$ cat src/rtl/temporizador_acao.sv
// temporizador_acao: periodic action strobe and toy action sequencer.
// Synchronizes the speed code and the restart request coming from the button
// clock domain, times the selected period and steps the action sequence.
//
// state    | meaning
// ---------+-------------------------------------------------------------
// PARADO   | stopped; left after the first passo, entered only by reset
// FRENTE_A | forward, on the way to the left turn
// ESQUERDA | turning left
// FRENTE_B | forward, on the way to the right turn
// DIREITA  | turning right; next is FRENTE_A, closing the loop

module temporizador_acao #(
  parameter int PERIODO_0 = 50000000,
  parameter int PERIODO_1 = 25000000,
  parameter int PERIODO_2 = 12500000,
  parameter int PERIODO_3 = 6250000,
  parameter int LARGURA   = 26
) (
  input  logic       clk,
  input  logic       reset,
  input  logic       chave_0,
  input  logic       chave_1,
  input  logic       reset_contagem_botao,
  input  logic       habilita,
  output logic       passo,
  output logic [1:0] acao,
  output logic [1:0] velocidade
);

  typedef enum logic [2:0] {
    PARADO   = 3'd0,
    FRENTE_A = 3'd1,
    ESQUERDA = 3'd2,
    FRENTE_B = 3'd3,
    DIREITA  = 3'd4
  } estado_t;

  // Terminal-count values (period minus one) for each speed code.
  localparam logic [LARGURA-1:0] LIMITE_0 = LARGURA'(PERIODO_0 - 1);
  localparam logic [LARGURA-1:0] LIMITE_1 = LARGURA'(PERIODO_1 - 1);
  localparam logic [LARGURA-1:0] LIMITE_2 = LARGURA'(PERIODO_2 - 1);
  localparam logic [LARGURA-1:0] LIMITE_3 = LARGURA'(PERIODO_3 - 1);

  logic [1:0]         chave_s1_q, chave_s1_d;
  logic [1:0]         chave_s2_q, chave_s2_d;
  logic               rcb_s1_q, rcb_s1_d;
  logic               rcb_s2_q, rcb_s2_d;
  logic               rcb_s3_q, rcb_s3_d;
  logic [LARGURA-1:0] contador_q, contador_d;
  logic               passo_q, passo_d;
  estado_t            estado_q, estado_d;
  logic [1:0]         acao_q, acao_d;

  logic               rst_int;
  logic [LARGURA-1:0] limite;

  // Synchronizer inputs: two stages for the speed code, three for the restart
  // request so its rising edge can be detected in the clk domain.
  always_comb begin
    chave_s1_d = {chave_1, chave_0};
    chave_s2_d = chave_s1_q;
    rcb_s1_d   = reset_contagem_botao;
    rcb_s2_d   = rcb_s1_q;
    rcb_s3_d   = rcb_s2_q;
  end

  // One-cycle restart pulse per rising edge, however long the request is held.
  assign rst_int = rcb_s2_q & ~rcb_s3_q;

  // Terminal count follows the synchronized code immediately.
  always_comb begin
    limite = LIMITE_0;
    case (chave_s2_q)
      2'b00:   limite = LIMITE_0;
      2'b01:   limite = LIMITE_1;
      2'b10:   limite = LIMITE_2;
      default: limite = LIMITE_3;
    endcase
  end

  // Period counter: restart beats enable, enable beats terminal count. The
  // >= compare lets a shortened period fire at once instead of wrapping.
  always_comb begin
    contador_d = contador_q;
    passo_d    = 1'b0;
    if (rst_int) begin
      contador_d = '0;
    end else if (!habilita) begin
      contador_d = contador_q;
    end else if (contador_q >= limite) begin
      contador_d = '0;
      passo_d    = 1'b1;
    end else begin
      contador_d = contador_q + 1'b1;
    end
  end

  // Sequencer next state; acao is decoded from the next state and registered
  // so it changes on the edge right after passo.
  always_comb begin
    estado_d = estado_q;
    if (passo_q) begin
      case (estado_q)
        PARADO:   estado_d = FRENTE_A;
        FRENTE_A: estado_d = ESQUERDA;
        ESQUERDA: estado_d = FRENTE_B;
        FRENTE_B: estado_d = DIREITA;
        DIREITA:  estado_d = FRENTE_A;
        default:  estado_d = FRENTE_A;
      endcase
    end
    acao_d = 2'b00;
    case (estado_d)
      PARADO:   acao_d = 2'b00;
      FRENTE_A: acao_d = 2'b01;
      ESQUERDA: acao_d = 2'b10;
      FRENTE_B: acao_d = 2'b01;
      DIREITA:  acao_d = 2'b11;
      default:  acao_d = 2'b00;
    endcase
  end

  // State registers, all cleared by the asynchronous reset.
  always_ff @(posedge clk or negedge reset) begin
    if (!reset) begin
      chave_s1_q <= 2'b00;
      chave_s2_q <= 2'b00;
      rcb_s1_q   <= 1'b0;
      rcb_s2_q   <= 1'b0;
      rcb_s3_q   <= 1'b0;
      contador_q <= '0;
      passo_q    <= 1'b0;
      estado_q   <= PARADO;
      acao_q     <= 2'b00;
    end else begin
      chave_s1_q <= chave_s1_d;
      chave_s2_q <= chave_s2_d;
      rcb_s1_q   <= rcb_s1_d;
      rcb_s2_q   <= rcb_s2_d;
      rcb_s3_q   <= rcb_s3_d;
      contador_q <= contador_d;
      passo_q    <= passo_d;
      estado_q   <= estado_d;
      acao_q     <= acao_d;
    end
  end

  assign passo      = passo_q;
  assign acao       = acao_q;
  assign velocidade = chave_s2_q;

endmodule
$ cat config.mk
export PLATFORM = sky130hd
export DESIGN_NAME = temporizador_acao
export DESIGN_NICKNAME = d
export VERILOG_FILES = /design/src/rtl/temporizador_acao.sv
export SDC_FILE = /design/constraint.sdc
export NUM_CORES = 1
export LEC_CHECK = 0
export ABC_AREA = 1
export CAP_MARGIN = 20
export CORE_MARGIN = 3
export CORE_UTILIZATION = 45
export DETAILED_ROUTE_END_ITERATION = 7
export GPL_TIMING_DRIVEN = 0
export HOLD_SLACK_MARGIN = 0.06
export MAX_ROUTING_LAYER = met4
export SLEW_MARGIN = 15
export SYNTH_ARGS = -nofsm -noshare
export SYNTH_HDL_FRONTEND = slang
export SYNTH_SLANG_ARGS = --single-unit
$ cat constraint.sdc
create_clock -name clk -period 2.75 [get_ports clk]
set_input_delay 0.55 -clock clk [delete_from_list [all_inputs] [get_ports clk]]
set_output_delay 0.55 -clock clk [all_outputs]
set_load 0.005 [all_outputs]
======== Word-level counts from Yosys, hierarchy flattened ========
Index checks and enable logic that the tools add are counted.
storage, ports and cells
  bits of input ports ..................... 6
  output and inout port bits .............. 5
  register bits ........................... 39
cells by class
  reductions and logical operators ........ 3
  add/subtract/negate cells ............... 1
  $lt $le $gt $ge ......................... 1
  muxes and demuxes ....................... 10
  bitwise gates (word level) .............. 2
  eq/ne operators ......................... 9
operators by type and width
  cell                     number
  $mux W26                 3
  $pmux W26 S3             1
  $add A26 B1 Y26 const B  1
  $ge A26 B26 Y1           1
  $eq A3 B2 Y1 const B     4
  $pmux W3 S3              1
  $eq A3 B1 Y1 const B     2
  $pmux W2 S3              1
  $eq A3 B3 Y1 const B     1
  $mux W1                  3
  $mux W3                  1
  $eq A2 B1 Y1 const B     1
  $eq A2 B2 Y1 const B     1
  $logic_not A2 Y1         1
  $reduce_bool A2 Y1       1
  $reduce_or A2 Y1         1
  $and A1 B1 Y1            1
  $not A1 Y1               1

======== Depth between registers and ports, before layout ========
Gate-level depths: netlist of the first run.
  word-level depth ........................ 6
  gate-level depth with buffers ........... 15
  gate-level depth less buffers ........... 14

======== Least setup slack after synthesis of the first run ========
No wires, ideal clock.
  path type ............................... reg2reg
  start ................................... register chave_s2_q[0], in the netlist velocidade[0]
  end ..................................... register contador_q[13]
  arrival time ............................ 1.875 ns
  stages on the path, launching flop included .. 14
  path buffers ............................ 1
  library setup time ...................... 0.116 ns
  required time ........................... 2.634 ns
  setup slack ............................. 0.758 ns
  cells stage by stage .................... dfrtp_1 nor2_1 inv_1 ha_1 nand2_1 nor2_2 inv_1 nor2_2 nand2_1 nor2_4 nor2_8 buf_12 nand2_1 nand2_1
on the way
  longest elaborated chain between the ends .. 6
  elaborated cells on any way between the ends .. 8
  classes of those cells .................. order compare (1); eq/ne (2); mux (4); reduce/logical (1)
ends and longest elaborated chain
  what                                        line  text
  start, declared                             46    logic [1:0] chave_s2_q, chave_s2_d;
  start signal, assigned                      138   chave_s2_q <= chave_s2_d;
  $eq A2 B2 Y1, or another cell as far along  74    case (chave_s2_q)
  $pmux W26 S3 (*)                            74
  $ge A26 B26 Y1 (*)                          91    end else if (contador_q >= limite) begin
  $mux W26 (*)                                91
  $mux W26 (*)                                89    end else if (!habilita) begin
  $mux W26 (*)                                87    if (rst_int) begin
  end signal, assigned                        142   contador_q <= contador_d;
  end, declared                               50    logic [LARGURA-1:0] contador_q, contador_d;
Mark *: on every way between the ends. The rest lies on a longest branch, timed or not. The select of a mux whose other input is x is not followed.
A chain may end at the register's enable or synchronous reset.

======== Worst setup path after layout of the first run ========
  start ................................... register chave_s2_q[0], in the netlist velocidade[0]
  end ..................................... register contador_q[8]
The elaborated chain is that of the path after synthesis.

==> results of run 1 <==
## registers in the layout (all words and copies together), names as in the netlist
signal / cells
acao: 2
chave_s1_q: 2
contador_q: 26
estado_q: 3
passo: 1
rcb_s1_q: 1
rcb_s2_q: 1
rcb_s3_q: 1
velocidade: 2
## area by class of cell
type	count	area, sq um	area share
Timing Repair Buffer	11	123	0.0391
Clock inverter	3	67.6	0.0215
Inverter	50	188	0.0598
Tap cell	75	93.8	0.0299
Sequential cell	39	976	0.311
Clock buffer	5	68.8	0.0219
Buffer	8	53.8	0.0171
Multi-Input combinational cell	302	1570	0.500
## metrics by stage
stage               std cells  total power [mW]  hold WS (ns)  setup slack (ns)
floorplan                 399             0.664         0.254             0.758
global placement          484             0.704         0.334             0.110
detailed placement        485             0.711         0.338             0.362
CTS                       493              1.29         0.207             0.345
global route              493              1.33         0.219             0.223
finish                    493              1.28         0.198             0.395
## metal layers
layer,GRT usage,wire (um),up-vias
li1,-,-,1283
met1,0.262,3040,1110
met2,0.332,2950,38
met3,0.0314,223,9
met4,0.0547,116,0
met5,-,0,-
## power groups by stage
stage | clock (mW) | combinational, mW | sequential (mW)
6_report | 0.579 | 0.0980 | 0.599
5_1_grt | 0.620 | 0.113 | 0.601
2_1_floorplan | 0 | 0.0566 | 0.608
4_1_cts | 0.590 | 0.101 | 0.599
3_5_place_dp | 0 | 0.100 | 0.611
3_3_place_gp | 0 | 0.0938 | 0.610
## layout by cell type (no fill, tap or decap)
cell	n
nand3b_1	6
o21ai_1	1
nor2_2	5
buf_16	1
clkbuf_4	1
o221ai_1	1
clkdlybuf4s50_1	9
nand2_1	147
dfrtp_1	39
o22ai_1	1
nand2_2	3
nand3_4	1
xor2_1	6
nand3_2	8
bufinv_16	2
a21oi_1	11
clkbuf_8	5
clkbuf_1	3
inv_1	49
buf_2	4
nor2_4	3
buf_12	1
inv_2	1
nor2_1	50
ha_1	18
a31oi_1	1
o21bai_1	2
nand3_1	17
o21ai_0	14
clkinvlp_4	1
xnor2_1	1
nand4_1	4
nor2_8	2
## kinds of logic after synthesis
kind of cell / Yosys count / share of synthesized area
simple gates: 246 / 0.401
buf+inv: 58 / 0.0867
flops: 39 / 0.350
compound gates: 31 / 0.0597
fa+ha+maj: 18 / 0.0808
xor+xnor: 7 / 0.0220
## worst max-delay path by stage
stage | start | to | slack, ns | cells past startpoint
6_report | velocidade[0] | contador_q[8] | 0.39 | 12
5_1_grt | velocidade[0] | contador_q[1] | 0.22 | 12
4_1_cts | velocidade[0] | contador_q[1] | 0.35 | 12
3_5_place_dp | velocidade[0] | contador_q[1] | 0.36 | 12
3_3_place_gp | reset | contador_q[1] | 0.11 | 1
2_1_floorplan | velocidade[0] | contador_q[13] | 0.76 | 13
==> metrics.txt, run 1 <==
largest cells by area after synthesis=dfrtp_1, nand2_1, ha_1; Worst Setup End Kind=register; Syn Nets=423; Max-Cap Viols=0; grt ovf=0; reg-to-reg critical path startpoint=velocidade[0]; Resize count post-CTS=0; ANT cells=0; clk_lat worst skew=0.30 ns; count of cell types in the netlist=28; PortBufs=10; initial antenna violation count=0; count leader, synth=nand2_1; clk root buf=clkbuf_8; Initial Utilization=0.468; Core Util, Final=0.527; synthesized area=0.00279 sq mm; Slew HR=0.623; Crit path top cell by count=inv_1; row count=28; clock sink count=39; number of post-CTS setup repair buffers=0; 1st-iter DRT viols=around 180; Fillers=601; Nets=between 400 and 500; Final Hold Viols=0; critical-path maximum fanout=9; largest net degree at the start of global routing=23; fmax=425 MHz; Final Wtd Congestion=~0.86; Worst Skew=0.00877 ns; layout cells sized above 1=0.0909; RSZ-0062 raised after global routing=false; final cycle utilization of the critical path=0.857; core area=0.00596 sq mm; Async S/R FF share, synth=1.00; sequential fraction of the synthesis area=0.350; cell type with the largest total area after synthesis=dfrtp_1; Synth top area share=0.350; Cell Area, Placed=0.00300 sq mm; ANT nets after route=0; # IOs=11; cell area after layout=0.00314 sq mm; Crit Path Category=reg -> reg; # hold bufs at CTS=0; CTS tree=built; Period minus WS final=2.36 ns; Worst-path clk slew=0.08 ns; routed length per instance=roughly 13 um; flop and latch count out of synthesis=39; Worst Reg-to-Reg Cells=12; Reg power frac=0.469; cells along the critical path=nor2_1, inv_1, ha_1, nand2_1, nor2_2, inv_1, nor2_2, nand2_1, nor2_4, inv_1, nand2_2, o21ai_0; clock power share=0.454; main flop type after synthesis=dfrtp_1; DIE AREA=about 0.0072 sq mm; CTS buffer count=5; status=finished, final reports clean; r2r endpoint=contador_q[8]; final setup fails=0; vias in the first global route=2418; die width=~85 um; YS warnings=0; crit path DAT=about 2.5 ns; CP Buf/Inv Count=3; Worst Path Required=between 2 and 3 ns; P_leak=about 1.6 nW; Total GRT Usage=0.203; cell family contributing the most delay on the critical path=simple AND/OR/NAND/NOR gates; Psw=292 uW; fraction of power spent switching nets=0.229; HPWL Detailed=4.99 mm; clk buf depth=2; Power Density=406 mW/mm^2; reg-to-reg slack, setup=0.39 ns; global-route wire length before repair=11.3 mm; Max VDD drop=256 uV; drt drc=0; via count=around 2400; number of synthesized flops with an enable pin=0; logic gate share of total power=0.077; Die Span Y=84.7 um; Fin Setup TNS=0 ns; Avg Cell Area, Syn=6.98 sq um; top cells by count, synth=nand2_1, nor2_1, inv_1, dfrtp_1, ha_1; TritonRoute pass-1 iters=4; CP Launch Type=register; fin. max-slew vios=0; DR vias/cell=4.95; CP peak stage delay=~0.47 ns; Worst Hold Class=in -> async; Gate Count Post-Synth=399; worst slew pin tran=0.564 ns; CP max-delay cell=dfrtp_1; area grow syn2layout=12.7%; Int Power=984 uW; routed wire length=6.33 mm; H-tree levels=2
Power figures use the tool's default switching activity.
==> run 2: changes to the inputs <==
--- a/config.mk
+++ b/config.mk
@@ -12,7 +12,6 @@
 export DETAILED_ROUTE_END_ITERATION = 7
 export GPL_TIMING_DRIVEN = 0
 export HOLD_SLACK_MARGIN = 0.06
-export MAX_ROUTING_LAYER = met4
 export SLEW_MARGIN = 15
 export SYNTH_ARGS = -nofsm -noshare
 export SYNTH_HDL_FRONTEND = slang
==> metrics.txt, run 2 (synthesized netlist as in run 1, its figures left out) <==
largest net degree at the start of global routing=23 (unchanged); Crit Path Category=reg -> reg; register area=976 sq um (unchanged); placed insts=485 (unchanged); Met2 Routed Length=2.94 mm (-0.44%); DR vias/cell=4.99 (+0.78%); HPWL Detailed=4.95 mm (-0.77%); Max-Cap Viols=0 (unchanged); Resize count post-CTS=0 (unchanged); fin. max-slew vios=0 (unchanged); Top Metal Used=met4; DIE AREA=0.00717 sq mm (unchanged); Worst Reg-to-Reg Cells=12 (unchanged); Nets=441 (unchanged); 1st-iter DRT viols=196 (+7.1%); vias in the first global route=2424 (+0.25%); CP peak stage delay=0.47 ns (about the same); r2r endpoint=contador_q[0]; CP Buf/Inv Count=3 (unchanged); number of post-CTS setup repair buffers=0 (unchanged); clk_lat worst skew=0.29 ns (about the same); CTS buffer count=5 (unchanged); Worst Setup End Kind=register; via count=2459 (+0.78%); reg-to-reg critical path startpoint=velocidade[0]; cell family contributing the most delay on the critical path=simple AND/OR/NAND/NOR gates; PortBufs=10 (unchanged); Power Density=348 mW/mm^2 (-14%); Fin Setup TNS=0 ns (unchanged); final setup fails=0 (unchanged); reg-to-reg slack, setup=0.37 ns (-0.02 ns); critical-path maximum fanout=9 (unchanged); Period minus WS final=2.38 ns (+0.0237 ns); Metal-1 WL=3.03 mm (-0.33%); cells along the critical path=nor2_1, inv_1, ha_1, nand2_1, nor2_2, inv_1, nor2_2, nand2_1, nor2_4, inv_1, nand2_2, o21ai_0; layout cells sized above 1=0.0909 (unchanged); ANT cells=0 (unchanged); CP max-delay cell=dfrtp_1; P_leak=1.56 nW (-1.1%); Crit path top cell by count=inv_1; routed length per instance=12.7 um (-1.1%); most common cell after layout, fill and taps aside=nand2_1; Fillers=626 (+4.2%); metal3 WL=170 um (-24%); RSZ-0062 raised after global routing=false; worst slew pin tran=0.568 ns (+0.00453 ns); routed wire length=6.26 mm (-1.1%); Total GRT Usage=0.192 (-0.0106); H-tree levels=2 (unchanged); multi-input logic area=0.00157 sq mm (unchanged); clock sink count=39 (unchanged); Slew HR=0.620 (-0.00303); Worst Path Required=2.92 ns (about the same); Worst Skew=0.00482 ns (-0.00395 ns); CP Launch Type=register; Worst Hold Class=in -> async; status=finished, final reports clean; Die Span Y=84.7 um (unchanged); # hold bufs at CTS=0 (unchanged); max reg flops=26 (unchanged); # IOs=11 (unchanged); global-route wire length before repair=11.2 mm (-1.2%); drt drc=0 (unchanged); TritonRoute pass-1 iters=4 (unchanged); die width=84.7 um (unchanged); Biggest register=contador_q; core area=0.00596 sq mm (unchanged); Top Registers=contador_q x26, estado_q x3; Final Wtd Congestion=0.894 (+4.1%); most frequent cells in the layout=nand2_1, nor2_1, inv_1; row count=28 (unchanged); grt ovf=0 (unchanged); Worst-path clk slew=0.07 ns (about the same); final cycle utilization of the critical path=0.865 (+0.00860); Max VDD drop=264 uV (+3.4%); clk buf depth=2 (unchanged); ANT nets after route=0 (unchanged); CTS tree=built; non-filler cells, final=493 (unchanged); initial antenna violation count=0 (unchanged); Final Hold Viols=0 (unchanged); fmax=420 MHz (-0.99%); crit path DAT=2.55 ns (+0.02 ns); Initial Utilization=0.468 (unchanged); clk root buf=clkbuf_8; Core Util, Final=0.518 (-0.00882); total power=1.07 mW (-16%); area grow syn2layout=10.8%
==> run 2: layout make-up <==
type                       count  area share
clock buffer                   5      0.0223
sequential                    39       0.316
buffer                         8      0.0174
tap                           75      0.0304
inverter                      50      0.0608
timing repair buffer          11      0.0397
multi-input combinational    302       0.508
clock inverter                 3     0.00486
==> run 2: through the flow <==
step	cell area, sq um	hold WS, ns	worst slack, ns
floorplan	2790	0.254	0.758
global placement	2980	0.335	0.143
detailed placement	3000	0.336	0.351
CTS	3090	0.216	0.331
global route	3090	0.227	0.134
finish	3090	0.203	0.371
==> run 2: worst max path at each step <==
| stage | endpoint | from | cells past startpoint |
|---|---|---|---|
| 2_1_floorplan | contador_q[13] | velocidade[0] | 13 |
| 3_3_place_gp | contador_q[1] | reset | 1 |
| 3_5_place_dp | contador_q[0] | velocidade[0] | 12 |
| 4_1_cts | contador_q[0] | velocidade[0] | 12 |
| 5_1_grt | contador_q[0] | velocidade[0] | 12 |
| 6_report | contador_q[0] | velocidade[0] | 12 |
==> run 2: power by group <==
group / switching (mW) / internal (mW) / total [mW]
sequential: 0.0125 / 0.587 / 0.599
combinational: 0.0623 / 0.0351 / 0.0974
clock: 0.204 / 0.174 / 0.378
==> run 2: routing by layer <==
layer | vias up | GRT usage
met5 | - | 0
met4 | 0 | 0.0705
met3 | 11 | 0.0236
met2 | 31 | 0.315
met1 | 1130 | 0.261
li1 | 1287 | -
